[src/rtl/alu_share_arbiter_if.sv]
// alu_share_arbiter_if
// Requester-side handshake bundle for alu_share_arbiter.
//   req0_*/req1_* : operation requests (valid/ready, operands a/b, carry-in, opcode)
//   rsp0_*/rsp1_* : per-requester response handshake (valid/ready)
//   rsp_out/cout  : captured ALU result, shared by both response ports
// Modports:
//   slave  : the arbiter (accepts requests, drives responses)
//   master : the requester side / bench (drives requests, takes responses)
interface alu_share_arbiter_if #(
  parameter int WIDTH = 4,
  parameter int OPW   = 3
);
  logic             req0_valid;
  logic             req0_ready;
  logic [WIDTH-1:0] req0_a;
  logic [WIDTH-1:0] req0_b;
  logic             req0_cin;
  logic [OPW-1:0]   req0_op;

  logic             req1_valid;
  logic             req1_ready;
  logic [WIDTH-1:0] req1_a;
  logic [WIDTH-1:0] req1_b;
  logic             req1_cin;
  logic [OPW-1:0]   req1_op;

  logic             rsp0_valid;
  logic             rsp0_ready;
  logic             rsp1_valid;
  logic             rsp1_ready;
  logic [WIDTH-1:0] rsp_out;
  logic             rsp_cout;

  modport slave (
    input  req0_valid, req0_a, req0_b, req0_cin, req0_op,
    input  req1_valid, req1_a, req1_b, req1_cin, req1_op,
    input  rsp0_ready, rsp1_ready,
    output req0_ready, req1_ready,
    output rsp0_valid, rsp1_valid, rsp_out, rsp_cout
  );

  modport master (
    output req0_valid, req0_a, req0_b, req0_cin, req0_op,
    output req1_valid, req1_a, req1_b, req1_cin, req1_op,
    output rsp0_ready, rsp1_ready,
    input  req0_ready, req1_ready,
    input  rsp0_valid, rsp1_valid, rsp_out, rsp_cout
  );
endinterface

[src/rtl/alu_share_arbiter.sv]
// alu_share_arbiter
// Shares one combinational logical ALU between two requesters. The winner's
// operands are latched into registers that drive the ALU, the ALU result is
// captured one cycle later and handed back to the winner over valid/ready.
// Ports:
//   clk, rst_n      : clock, asynchronous active-low reset
//   bus (slave)     : request/response handshakes and captured result
//   alu_a/b/cin/op  : registered operands to the ALU
//   alu_out/cout    : ALU result inputs
//   busy            : high whenever an operation is in flight (state != IDLE)
// Build option:
//   ARB_ROUND_ROBIN_EN defined   -> on contention the requester that did not
//                                   win last time gets the grant
//   ARB_ROUND_ROBIN_EN undefined -> fixed priority, req0 beats req1
//
// state | meaning
// ------+-------------------------------------------------------------
// IDLE  | waiting for a request; ready offered to the winner only
// EXEC  | operands stable on alu_*; ALU result captured at end of cycle
// RESP  | rspN_valid to the granted requester until it takes the result
module alu_share_arbiter #(
  parameter int WIDTH = 4,
  parameter int OPW   = 3
) (
  input  logic              clk,
  input  logic              rst_n,
  alu_share_arbiter_if.slave bus,
  output logic [WIDTH-1:0]  alu_a,
  output logic [WIDTH-1:0]  alu_b,
  output logic              alu_cin,
  output logic [OPW-1:0]    alu_op,
  input  logic [WIDTH-1:0]  alu_out,
  input  logic              alu_cout,
  output logic              busy
);

  typedef enum logic [1:0] {
    IDLE = 2'd0,
    EXEC = 2'd1,
    RESP = 2'd2
  } state_t;

  state_t           state_q, state_d;
  logic             grant_q;
  logic             last_grant_q;
  logic [WIDTH-1:0] alu_a_q, alu_b_q;
  logic             alu_cin_q;
  logic [OPW-1:0]   alu_op_q;
  logic [WIDTH-1:0] rsp_out_q;
  logic             rsp_cout_q;

  logic is_idle;
  logic any_valid;
  logic both_pick;
  logic win;
  logic hs;
  logic rsp_take;

  // Which requester wins when both are valid.
`ifdef ARB_ROUND_ROBIN_EN
  assign both_pick = ~last_grant_q;
`else
  // last_grant is tracked in both builds; fixed priority masks it out.
  assign both_pick = last_grant_q & 1'b0;
`endif

  always_comb begin
    win = 1'b0;
    if (bus.req0_valid && bus.req1_valid) begin
      win = both_pick;
    end else if (bus.req1_valid) begin
      win = 1'b1;
    end
  end

  assign is_idle        = (state_q == IDLE);
  assign any_valid      = bus.req0_valid | bus.req1_valid;
  assign bus.req0_ready = is_idle & any_valid & ~win;
  assign bus.req1_ready = is_idle & win;
  // In IDLE the winner is always offered ready, so any valid request handshakes.
  assign hs             = is_idle & any_valid;

  assign bus.rsp0_valid = (state_q == RESP) & ~grant_q;
  assign bus.rsp1_valid = (state_q == RESP) &  grant_q;
  assign rsp_take       = grant_q ? (bus.rsp1_valid & bus.rsp1_ready)
                                  : (bus.rsp0_valid & bus.rsp0_ready);

  always_comb begin
    state_d = state_q;
    case (state_q)
      IDLE:    if (hs) state_d = EXEC;
      EXEC:    state_d = RESP;
      RESP:    if (rsp_take) state_d = IDLE;
      default: state_d = IDLE;
    endcase
  end

  always_ff @(posedge clk or negedge rst_n) begin
    if (!rst_n) begin
      state_q <= IDLE;
    end else begin
      state_q <= state_d;
    end
  end

  always_ff @(posedge clk or negedge rst_n) begin
    if (!rst_n) begin
      grant_q      <= 1'b0;
      last_grant_q <= 1'b1;
      alu_a_q      <= '0;
      alu_b_q      <= '0;
      alu_cin_q    <= 1'b0;
      alu_op_q     <= '0;
      rsp_out_q    <= '0;
      rsp_cout_q   <= 1'b0;
    end else begin
      if (hs) begin
        grant_q   <= win;
        alu_a_q   <= win ? bus.req1_a   : bus.req0_a;
        alu_b_q   <= win ? bus.req1_b   : bus.req0_b;
        alu_cin_q <= win ? bus.req1_cin : bus.req0_cin;
        alu_op_q  <= win ? bus.req1_op  : bus.req0_op;
      end
      if (state_q == EXEC) begin
        rsp_out_q  <= alu_out;
        rsp_cout_q <= alu_cout;
      end
      if ((state_q == RESP) && rsp_take) begin
        last_grant_q <= grant_q;
      end
    end
  end

  assign alu_a        = alu_a_q;
  assign alu_b        = alu_b_q;
  assign alu_cin      = alu_cin_q;
  assign alu_op       = alu_op_q;
  assign bus.rsp_out  = rsp_out_q;
  assign bus.rsp_cout = rsp_cout_q;
  assign busy         = ~is_idle;

endmodule
[src/flat_wrapper.sv]
// flat-port wrapper written by rule: the top's interface ports become plain ports
module alu_share_arbiter_flat 
#(
  parameter int WIDTH = 4,
  parameter int OPW   = 3
)
  (clk, rst_n, alu_a, alu_b, alu_cin, alu_op, alu_out, alu_cout, busy, bus_req0_valid, bus_req0_a, bus_req0_b, bus_req0_cin, bus_req0_op, bus_req1_valid, bus_req1_a, bus_req1_b, bus_req1_cin, bus_req1_op, bus_rsp0_ready, bus_rsp1_ready, bus_req0_ready, bus_req1_ready, bus_rsp0_valid, bus_rsp1_valid, bus_rsp_out, bus_rsp_cout);
  alu_share_arbiter_if #(.WIDTH(WIDTH), .OPW(OPW)) bus_i ();
  input  logic clk;
  input  logic rst_n;
  output logic [WIDTH-1:0] alu_a;
  output logic [WIDTH-1:0] alu_b;
  output logic alu_cin;
  output logic [OPW-1:0] alu_op;
  input  logic [WIDTH-1:0] alu_out;
  input  logic alu_cout;
  output logic busy;
  input wire logic [$bits(bus_i.req0_valid)-1:0] bus_req0_valid;
  input wire logic [$bits(bus_i.req0_a)-1:0] bus_req0_a;
  input wire logic [$bits(bus_i.req0_b)-1:0] bus_req0_b;
  input wire logic [$bits(bus_i.req0_cin)-1:0] bus_req0_cin;
  input wire logic [$bits(bus_i.req0_op)-1:0] bus_req0_op;
  input wire logic [$bits(bus_i.req1_valid)-1:0] bus_req1_valid;
  input wire logic [$bits(bus_i.req1_a)-1:0] bus_req1_a;
  input wire logic [$bits(bus_i.req1_b)-1:0] bus_req1_b;
  input wire logic [$bits(bus_i.req1_cin)-1:0] bus_req1_cin;
  input wire logic [$bits(bus_i.req1_op)-1:0] bus_req1_op;
  input wire logic [$bits(bus_i.rsp0_ready)-1:0] bus_rsp0_ready;
  input wire logic [$bits(bus_i.rsp1_ready)-1:0] bus_rsp1_ready;
  output wire logic [$bits(bus_i.req0_ready)-1:0] bus_req0_ready;
  output wire logic [$bits(bus_i.req1_ready)-1:0] bus_req1_ready;
  output wire logic [$bits(bus_i.rsp0_valid)-1:0] bus_rsp0_valid;
  output wire logic [$bits(bus_i.rsp1_valid)-1:0] bus_rsp1_valid;
  output wire logic [$bits(bus_i.rsp_out)-1:0] bus_rsp_out;
  output wire logic [$bits(bus_i.rsp_cout)-1:0] bus_rsp_cout;
  assign bus_i.req0_valid = bus_req0_valid;
  assign bus_i.req0_a = bus_req0_a;
  assign bus_i.req0_b = bus_req0_b;
  assign bus_i.req0_cin = bus_req0_cin;
  assign bus_i.req0_op = bus_req0_op;
  assign bus_i.req1_valid = bus_req1_valid;
  assign bus_i.req1_a = bus_req1_a;
  assign bus_i.req1_b = bus_req1_b;
  assign bus_i.req1_cin = bus_req1_cin;
  assign bus_i.req1_op = bus_req1_op;
  assign bus_i.rsp0_ready = bus_rsp0_ready;
  assign bus_i.rsp1_ready = bus_rsp1_ready;
  assign bus_req0_ready = bus_i.req0_ready;
  assign bus_req1_ready = bus_i.req1_ready;
  assign bus_rsp0_valid = bus_i.rsp0_valid;
  assign bus_rsp1_valid = bus_i.rsp1_valid;
  assign bus_rsp_out = bus_i.rsp_out;
  assign bus_rsp_cout = bus_i.rsp_cout;
  alu_share_arbiter #(.WIDTH(WIDTH), .OPW(OPW)) u_core (.clk(clk), .rst_n(rst_n), .bus(bus_i), .alu_a(alu_a), .alu_b(alu_b), .alu_cin(alu_cin), .alu_op(alu_op), .alu_out(alu_out), .alu_cout(alu_cout), .busy(busy));
endmodule
[config.mk]
export PLATFORM = sky130hd
export DESIGN_NAME = alu_share_arbiter_flat
export DESIGN_NICKNAME = d
export VERILOG_FILES = /design/src/rtl/alu_share_arbiter_if.sv /design/src/rtl/alu_share_arbiter.sv /design/src/flat_wrapper.sv
export SDC_FILE = /design/constraint.sdc
export NUM_CORES = 1
export LEC_CHECK = 0
export BUFFER_PORTS_ARGS = -buffer_cell sky130_fd_sc_hd__buf_4
export CORE_ASPECT_RATIO = 1.25
export CORE_UTILIZATION = 45
export CTS_CLUSTER_SIZE = 20
export DETAILED_ROUTE_END_ITERATION = 7
export HOLD_SLACK_MARGIN = 0.12
export PLACE_DENSITY = 0.9
export SLEW_MARGIN = 20
export SYNTH_ARGS = -nofsm -noshare
export SYNTH_HDL_FRONTEND = slang
export SYNTH_SLANG_ARGS = --single-unit
[constraint.sdc]
create_clock -name clk -period 3.9 [get_ports clk]
set_clock_uncertainty 0.2 [all_clocks]
set_input_delay 1.17 -clock clk [delete_from_list [all_inputs] [get_ports clk]]
set_output_delay 1.17 -clock clk [all_outputs]
set_load 0.01 [all_outputs]
==> results.json <==
{
  "dieArea_mm2": 0.00228,
  "globalRouteOverflowTotal": 0,
  "track_usage": 0.184,
  "rows": 18,
  "cts_setup_buffers": 0,
  "min_path_type": "reg2reg",
  "dp_hpwl_mm": 1.67,
  "cts_resized": 0,
  "r2r_slack_ns": 2.18,
  "r2r_end": "u_core.alu_a[2]",
  "cts.clk_slew.worst_paths_ns": 0.10,
  "busiest_layer": "met2",
  "htree_levels": 1,
  "globalplace.congestion": 0.767,
  "drt-pass1-iter-count": 4,
  "period_needed_ns": 3.28,
  "critPathLaunch": "bus_req1_valid",
  "start_util": 0.475,
  "pwr_density_cell_mw_per_mm2": 703,
  "cp.depth": 5,
  "cpPeakStageDelay_ns": 0.16,
  "slew_viol_final": 0,
  "path_buf_inv": 3,
  "ys_seq_area_frac": 0.531,
  "final_area_mm2": 0.00142,
  "status": "complete, no violations",
  "cp_max_fo": 11,
  "grt_pass1_wl_mm": 3.15,
  "cts_tree": "done",
  "leakagePower_uw": 0.000693,
  "clk_path_buf_depth": 2,
  "dp_cells": 151,
  "rsz0062_at_grt": "no",
  "synth-seq-cells": 20,
  "irDropWorstVdd_uv": 462,
  "maxCapViolCount": 0,
  "fin_nets": 171,
  "crit_required_ns": 2.53,
  "start_kind": "primary input",
  "syn-num-nets": 111,
  "r2r_start": "u_core.state_q[1]",
  "reg2regPathDepth": 3,
  "use_met3": 0.0341,
  "postSynthCellCount": 76,
  "stdcell_count": 155,
  "vias": 808,
  "syn2layout_area_growth_pct": 51.0,
  "antenna_cells": 0,
  "avgRoutedWirePerCell_um": 13.2,
  "worst_pin_slew_ns": 0.482,
  "die_y_um": 53.2,
  "post-route-util": 0.718,
  "path_common_cell": "buf_4",
  "grt_util_met1": 0.228,
  "fmax_ghz": 0.305,
  "crit_arrival_ns": 1.91,
  "syn_area_um2": 942,
  "cts.sinks": 20,
  "cp_cell_sequence": "buf_4 -> nor2b_1 -> buf_4 -> and2_1 -> buf_4",
  "ant_nets": 0,
  "die_w_um": 42.9,
  "ios": 57,
  "setup_viol": 0,
  "grt_pass1_vias": 724,
  "cts-root-buf": "clkbuf_4",
  "grt_max_degree": 21,
  "drive_above_1_share": 0.630,
  "placeableCoreArea_mm2": 0.00198,
  "drt-initial-drc-count": 9,
  "cp_top_family": "buffers and inverters",
  "vias_per_cell": 5.21,
  "antenna_found_initial": 0,
  "cp-endpoint": "bus_req1_ready",
  "port_buffers": 56,
  "synth.avg_cell_area_um2": 12.4,
  "crit_type": "in2out",
  "endpoint_kind": "primary output",
  "numCtsBuffers": 3,
  "relSlewSlack": 0.678,
  "period_share": 0.840,
  "yosysWarnings": 0,
  "postCtsHoldBufs": 0,
  "grtUsageMet2": 0.328,
  "drt-total-wl_mm": 2.04,
  "route.detailed.drc": 0,
  "synth_cell_type_count": 16,
  "hold_ws_ns": 0.318,
  "setup-tns-final_ns": 0,
  "hold_viol_final": 0,
  "place_area_mm2": 0.00139,
  "crit_path_top_delay_cell": "buf_4",
  "insertion_delay_ns": 0.28
}
[power by group]
group	switching [uW]	total [uW]	internal [uW]	leakage, uW
sequential	63.3	377	314	0.000237
combinational	216	509	292	0.000435
clock	57.8	115	56.8	0.0000210
total	337	1000	663	0.000693
[state kept, by name (all words and copies together), names as in the netlist]
name                 cells
u_core.alu_a             4
u_core.alu_b             4
u_core.alu_cin           1
u_core.alu_op            3
u_core.bus.rsp_cout      1
u_core.bus.rsp_out       4
u_core.grant_q           1
u_core.state_q           2
[Yosys cell counts, drive strengths merged]
library cell,n,area (um2)
a21oi,1,5.00
a22oi,4,30.0
a31oi,4,25.0
and2,1,6.26
buf,2,12.5
clkbuf,1,3.75
dfrtp,20,500
inv,3,11.3
mux2,22,248
nand2b,2,12.5
nor2,4,15.0
nor2b,5,31.3
nor3b,1,7.51
o21ai,6,33.8
[worst min path at each step]
stage                          start                     to  slack (ns)  cells after the start
5_1_grt              u_core.alu_b[2]        u_core.alu_b[2]        0.33                      1
6_report       u_core.bus.rsp_out[0]  u_core.bus.rsp_out[0]        0.32                      1
2_1_floorplan         u_core.grant_q         u_core.grant_q        0.31                      2
3_5_place_dp   u_core.bus.rsp_out[0]  u_core.bus.rsp_out[0]        0.30                      1
3_3_place_gp   u_core.bus.rsp_out[0]  u_core.bus.rsp_out[0]        0.29                      1
4_1_cts              u_core.alu_b[2]        u_core.alu_b[2]        0.32                      1
[area by class of cell]
type	count	area (um2)
Clock buffer	4	36.3
Timing Repair Buffer	58	435
Sequential cell	20	500
Tap cell	20	25.0
Inverter	3	11.3
Multi-Input combinational cell	50	414
Fill cell	158	559
[per-layer routing]
metal | share of wire | routed length, um
met4 | 0 | 0
met1 | 0.38 | 773
met2 | 0.55 | 1130
met5 | 0 | 0
met3 | 0.069 | 140
[logic make-up after synthesis]
family                 count (synthesis)  synth area share
multiplexers                          22             0.263
buffers and inverters                  6            0.0292
AO/OA/AOI/OAI                         15            0.0996
AND/OR/NAND/NOR                       13            0.0770
flip-flops                            20             0.531
[per-stage QoR]
stage               setup slack, ns  power (uW)
floorplan                     0.789         647
finish                        0.623        1000
global placement              0.630         878
CTS                           0.622        1010
global route                  0.587        1070
detailed placement            0.622         897
[cell usage in the layout (no fill, tap or decap), drive strengths merged]
cell and count:
a21oi 1, and2 1, o21ai 6, a22oi 4
clkbuf 4, nand2b 2, nor2b 5, nor2 4
inv 3, mux2 22, nor3b 1, a31oi 4
dfrtp 20, buf 58
(Power assumes the default switching activity.)
